### config.mk
export PLATFORM = sky130hd
export DESIGN_NAME = sac
export DESIGN_NICKNAME = d
export VERILOG_FILES = /design/src/rtl/sac.sv
export SDC_FILE = /design/constraint.sdc
export NUM_CORES = 2
export LEC_CHECK = 0
export ABC_AREA = 1
export CORE_UTILIZATION = 40
export CTS_CLUSTER_DIAMETER = 100
export CTS_CLUSTER_SIZE = 10
export DETAILED_ROUTE_END_ITERATION = 6
export HOLD_SLACK_MARGIN = 0.1
export SLEW_MARGIN = 20
export SYNTH_ARGS = -nofsm -noshare
export SYNTH_HDL_FRONTEND = slang
export SYNTH_SLANG_ARGS = --single-unit
### constraint.sdc
create_clock -name clk -period 8.5 [get_ports clk]
set_clock_uncertainty 0.05 [all_clocks]
set_input_delay 1.7 -clock clk [delete_from_list [all_inputs] [get_ports clk]]
set_output_delay 1.7 -clock clk [all_outputs]
set_load 0.01 [all_outputs]
### src/rtl/sac.sv
// sac: read-only N-way set-associative cache with round-robin replacement.
// Optional hit/miss counters are compiled in with SAC_PERF_CNT_EN.
module sac #(
   parameter int NUM_SETS   = 8,
   parameter int NUM_WAYS   = 2,
   parameter int LINE_SIZE  = 16,
   parameter int ADDR_WIDTH = 24
) (
   input  logic                   clk,
   input  logic                   rst_n,
   input  logic [ADDR_WIDTH-1:0]  A,
   output logic [31:0]            Do,
   output logic                   hit,
   input  logic [LINE_SIZE*8-1:0] line,
   input  logic                   wr,
   input  logic                   inv,
   output logic                   busy,
   input  logic                   req
`ifdef SAC_PERF_CNT_EN
   ,
   output logic [31:0]            hit_cnt,
   output logic [31:0]            miss_cnt
`endif
);

   localparam int OFF = $clog2(LINE_SIZE);
   localparam int IDX = $clog2(NUM_SETS);
   localparam int TAG = ADDR_WIDTH - IDX - OFF;
   localparam int WW  = (NUM_WAYS > 1) ? $clog2(NUM_WAYS) : 1;
   localparam int WPL = LINE_SIZE / 4;
   localparam int LW  = LINE_SIZE * 8;

   typedef enum logic {IDLE, SWEEP} state_e;

   logic [LW-1:0]       data_q  [NUM_SETS][NUM_WAYS];
   logic [TAG-1:0]      tag_q   [NUM_SETS][NUM_WAYS];
   logic [NUM_WAYS-1:0] valid_q [NUM_SETS];
   logic [WW-1:0]       rr_q    [NUM_SETS];

   state_e          state_q;
   logic [IDX-1:0]  ptr_q;
   logic            busy_q;

   logic [OFF-1:0]      off;
   logic [IDX-1:0]      set;
   logic [TAG-1:0]      tag;
   logic [NUM_WAYS-1:0] hit_w;
   logic                hit_any;
   logic [WW-1:0]       hit_way;
   logic                inv_found;
   logic [WW-1:0]       inv_way;
   logic [WW-1:0]       victim;
   logic                rr_adv;
   logic [WW-1:0]       rr_d;
   logic                fill;

   assign off  = A[OFF-1:0];
   assign set  = A[OFF+IDX-1:OFF];
   assign tag  = A[ADDR_WIDTH-1:OFF+IDX];
   assign busy = busy_q;
   assign fill = wr & ~busy_q;
   assign hit  = hit_any & ~busy_q;

   // Tag compare across all ways of the addressed set.
   always_comb begin
      hit_w   = '0;
      hit_way = '0;
      for (int k = 0; k < NUM_WAYS; k++) begin
         hit_w[k] = valid_q[set][k] && (tag_q[set][k] == tag);
         if (hit_w[k]) hit_way = WW'(k);
      end
      hit_any = |hit_w;
   end

   // Word select from the hitting line; zero on miss.
   always_comb begin
      Do = '0;
      if (hit) begin
         for (int w = 0; w < WPL; w++) begin
            if ((off >> 2) == OFF'(w)) Do = data_q[set][hit_way][32*w +: 32];
         end
      end
   end

   // Victim: resident way first, then lowest invalid way, then rr.
   always_comb begin
      inv_found = 1'b0;
      inv_way   = '0;
      for (int k = NUM_WAYS - 1; k >= 0; k--) begin
         if (!valid_q[set][k]) begin
            inv_found = 1'b1;
            inv_way   = WW'(k);
         end
      end
      rr_adv = 1'b0;
      if (hit_any) victim = hit_way;
      else if (inv_found) victim = inv_way;
      else begin
         victim = rr_q[set];
         rr_adv = 1'b1;
      end
      rr_d = (NUM_WAYS == 1) ? '0 : rr_q[set] + WW'(1);
   end

   // Line payload and tag; these arrays carry no reset.
   always_ff @(posedge clk) begin
      if (fill) begin
         data_q[set][victim] <= line;
         tag_q[set][victim]  <= tag;
      end
   end

   // Valid bits, rr pointers and the invalidate sweep FSM.
   always_ff @(posedge clk or negedge rst_n) begin
      if (!rst_n) begin
         for (int s = 0; s < NUM_SETS; s++) begin
            valid_q[s] <= '0;
            rr_q[s]    <= '0;
         end
         state_q <= IDLE;
         ptr_q   <= '0;
         busy_q  <= 1'b0;
      end else begin
         unique case (state_q)
            IDLE: begin
               if (fill) begin
                  valid_q[set][victim] <= 1'b1;
                  if (rr_adv) rr_q[set] <= rr_d;
               end
               if (inv) begin
                  state_q <= SWEEP;
                  ptr_q   <= '0;
                  busy_q  <= 1'b1;
               end
            end
            SWEEP: begin
               valid_q[ptr_q] <= '0;
               rr_q[ptr_q]    <= '0;
               ptr_q          <= ptr_q + IDX'(1);
               if (ptr_q == IDX'(NUM_SETS - 1)) begin
                  state_q <= IDLE;
                  busy_q  <= 1'b0;
               end
            end
            default: begin
               state_q <= IDLE;
               busy_q  <= 1'b0;
            end
         endcase
      end
   end

`ifdef SAC_PERF_CNT_EN
   // Saturating hit/miss counters for qualified lookups.
   always_ff @(posedge clk or negedge rst_n) begin
      if (!rst_n) begin
         hit_cnt  <= '0;
         miss_cnt <= '0;
      end else if (state_q == IDLE && inv) begin
         hit_cnt  <= '0;
         miss_cnt <= '0;
      end else if (req && !busy_q) begin
         if (hit) begin
            if (hit_cnt != 32'hFFFF_FFFF) hit_cnt <= hit_cnt + 32'd1;
         end else begin
            if (miss_cnt != 32'hFFFF_FFFF) miss_cnt <= miss_cnt + 32'd1;
         end
      end
   end
`else
   logic unused_req;
   assign unused_req = req;
`endif

endmodule

==> results.md <==
* **result of the run** completed
* **count of cell types in the netlist** 43
* **post-synthesis sequential area ratio** 79.7%
* **Post-CTS Setup Inserts** 0
* **ports placed on the boundary** 191
* **clock buffer depth** 4
* **internal cell power** 19.5 mW
* **half-perimeter wire length after placement** 141000 um
* **Port Buffers** 187
* **fraction of final layout cells with drive strength greater than 1** 10.7%
* **Pwr per Cell Area** 242 nW/um2
* **footprint of the multi-input gates** 15900 um2
* **maximum vdd ir drop** 226 uV
* **RR Endpoint** data_q[6][108]$_DFFE_PP_
* **hold-critical path depth** 2
* **initial cell density of the core** 40.2%
* **register area** 70400 um2
* **Total GRT Usage** 22.9%
* **number of CTS-inserted buffers** 284
* **Worst-Skew Late Latency** 0.89 ns
* **TritonCTS clock tree** done
* **startpoint types** input pin
* **most common library cell in the layout ignoring fill and taps** edfxtp_1
* **setup TNS** 0 ns
* **maximum number of pins on one net before global-route repair** 158
* **die width** 472 um
* **syn avg cell area** 14.9 um2
* **final estimated routing congestion in global placement** 0.869
* **clock transition time at the flip-flop clock pins of the worst setup and hold paths** 0.05 ns
* **CTS Hold Buffers Added** 0
* **count of cells resized by post-cts repair** 0
* **overflow left after global routing** 0
* **layout-stage area growth over the synthesis result** 16.0%
* **Layout Utilization** 46.7%
* **depth of the most critical reg-to-reg path** 15
* **global-route wire length before repair** 372000 um
* **worst hold start** valid_q[4]$_DFFE_PN0N_
* **Syn Std Cell Area** 88300 um2
* **number of vias per cell** 5.86
* **number of nets still failing antenna checks after routing** 0
* **initial antenna violation count** 54
* **number of max-cap violations** 0
* **most frequent cells in the layout** edfxtp_1, nand2_1, o22ai_1, nor2_1, clkbuf_16
* **final count of pins violating max slew** 0
* **number of hold-slack violations in the final timing report** 0
* **Initial DRC Count** 5997
* **portion of total power attributed to combinational logic** 6.0%
* **setup slack on the worst flop-to-flop path** 3.68 ns
* **Post-Syn Instances** 5921
* **register share of total power** 52.8%
* **height of the chip** 472 um
* **Final setup viols** 0
* **highest achievable clock rate** 123 MHz
* **Setup Crit Path Kind** input pin to primary output
* **net switching power of the design** 5.37 mW
* **final critical path time including I/O delays and setup** 8.12 ns
* **tightest slew margin relative to the limit** 24.6%
* **path category of the worst min-delay check** flip-flop to flip-flop
* **required arrival time at the worst endpoint** 6.75 ns
* **number of detailed-routing iterations run before antenna repair** 5
* **core region area** 220000 um2
* **final routed wirelength across all metal layers** 259000 um
* **Leakage Power** 33.8 nW
* **number of nets in the layout** 6454
* **drc violations** 0
* **total number of H-tree levels** 5
* **Clock Power Share** 41.2%
* **Endpoint, Worst Hold** valid_q[4]$_DFFE_PN0N_
* **root buffer cell** clkbuf_16
* **register bit count reported by yosys** 2349
* **post-DR wirelength/cell** 28.2 um
* **actual slew at the worst max-slew pin** 1.13 ns
* **switching part of the total** 21.6%
* **Via Count** 53889
* **die area** 223000 um2
* **final worst path period share** 95.5%
* **largest fanout of any net on the critical path** 30
* **setup repair after global routing missed its margin** no
* **Mapped Nets** 6080
* **crit end category** primary output
* **sinks on the clock net** 2349
* **Reg-to-Reg Start** tag_q[7][13]$_DFFE_PP_
* **Ys Warns** 0
* **Arr. time, crit path** 6.37 ns
* **final-layout fill cell count** 18869
* **vias in the first global route** 52500
* **number of rows in the core area** 172
## worst max-delay path by stage
| stage | from | end | slack, ns | cells past startpoint |
|---|---|---|---|---|
| 2_1_floorplan | A[5] | data_q[0][128]$_DFFE_PP_ | -1.63 | 17 |
| 3_3_place_gp | A[6] | Do[25] | 0.48 | 18 |
| 3_5_place_dp | A[6] | Do[25] | 0.53 | 18 |
| 4_1_cts | A[6] | Do[25] | 0.52 | 18 |
| 5_1_grt | A[6] | Do[0] | 0.27 | 19 |
| 6_report | A[6] | Do[25] | 0.38 | 20 |
## kinds of logic after synthesis
| group | after synthesis | synth area share (%) |
|---|---|---|
| and+or+nand+nor | 2007 | 9.90 |
| buffers and inverters | 508 | 2.53 |
| xor gates and xnor gates | 1 | 0.00992 |
| DFF | 2349 | 79.7 |
| AOI/OAI and AO/OA | 1054 | 7.82 |
| adders and majority gates | 2 | 0.0283 |
## registers in the layout, indices dropped and copies added, names as in the netlist
| signal | count |
|---|---|
| data_q | 2048 |
| tag_q | 272 |
| valid_q | 16 |
| rr_q | 8 |
| ptr_q | 3 |
| busy | 1 |
| state_q | 1 |
## layout make-up
| type | instances | share of cell area, % |
|---|---|---|
| inverters | 179 | 0.673 |
| flip-flops and latches | 2349 | 68.7 |
| repair buffers | 417 | 4.34 |
| multi-input cells | 3064 | 15.5 |
| well taps | 2871 | 3.51 |
| clock buffers | 302 | 7.15 |
| clock inverters | 4 | 0.0342 |
| diodes | 12 | 0.0293 |
## routing by layer
layer	vias up	global-route usage [%]	share of wire, %
li1	23264	-	-
met1	27555	31.5	41
met4	46	7.97	3.2
met5	-	0	0.12
met3	491	4.53	8.7
met2	2533	36.3	47
## metrics by stage
step | instance area (um2) | hold WS (ns) | instances | worst slack (ns) | total power, mW
CTS | 102000 | 0.436 | 9186 | 0.516 | 25.0
finish | 102000 | 0.441 | 9198 | 0.382 | 24.8
detailed placement | 95000 | 0.421 | 8880 | 0.534 | 14.8
floorplan | 88300 | 0.399 | 5921 | -1.63 | 14.1
global route | 102000 | 0.453 | 9195 | 0.268 | 25.5
global placement | 95000 | 0.416 | 8879 | 0.478 | 14.8
## critical path, stage by stage
cell             delay, ns
clkdlybuf4s50_1       0.57
buf_4                 0.26
nor2_2                0.10
buf_4                 0.23
nand2_8               0.26
inv_1                 0.25
nand2_1               0.07
nand2_1               0.06
inv_1                 0.04
nand3_1               0.08
nand2_1               0.05
nand2_1               0.18
nand2_1               0.08
nor2_1                0.11
nand3_1               0.27
a21oi_4               0.27
buf_12                0.26
nand3_1               0.19
nor2_1                0.52
clkdlybuf4s50_1       0.70
## Yosys cell counts, drive strengths merged
cell | n | area share [%]
o22ai | 709 | 5.0
or4 | 10 | 0.085
xor2 | 1 | 0.0099
o41ai | 7 | 0.069
nor3 | 122 | 0.71
nand3 | 258 | 1.5
nor4 | 69 | 0.49
o22a | 24 | 0.24
nor2 | 455 | 2.0
nand4 | 16 | 0.11
inv | 179 | 0.76
o31ai | 9 | 0.077
o221ai | 113 | 1.1
a221oi | 1 | 0.0099
nand3b | 40 | 0.34
a21oi | 27 | 0.16
o21a | 14 | 0.12
o21ai | 106 | 0.60
nand2 | 931 | 4.0
a21boi | 1 | 0.0085
or2 | 106 | 0.75
ha | 2 | 0.028
dfrtp | 29 | 0.82
o211ai | 22 | 0.19
buf | 210 | 1.3
o2111ai | 18 | 0.18
clkbuf | 119 | 0.51
o2bb2ai | 1 | 0.0099
edfxtp | 2320 | 79
o21bai | 2 | 0.017
## power by group through the flow
stage	sequential [mW]	clock, mW	combinational (mW)
final	13.1	10.2	1.49
after global routing	13.1	10.8	1.61
after CTS	13.1	10.4	1.49
after detailed placement	13.4	0	1.49
after global placement	13.3	0	1.46
after floorplan	13.4	0	0.739
No activity file was read; power rests on OpenSTA's default activity.
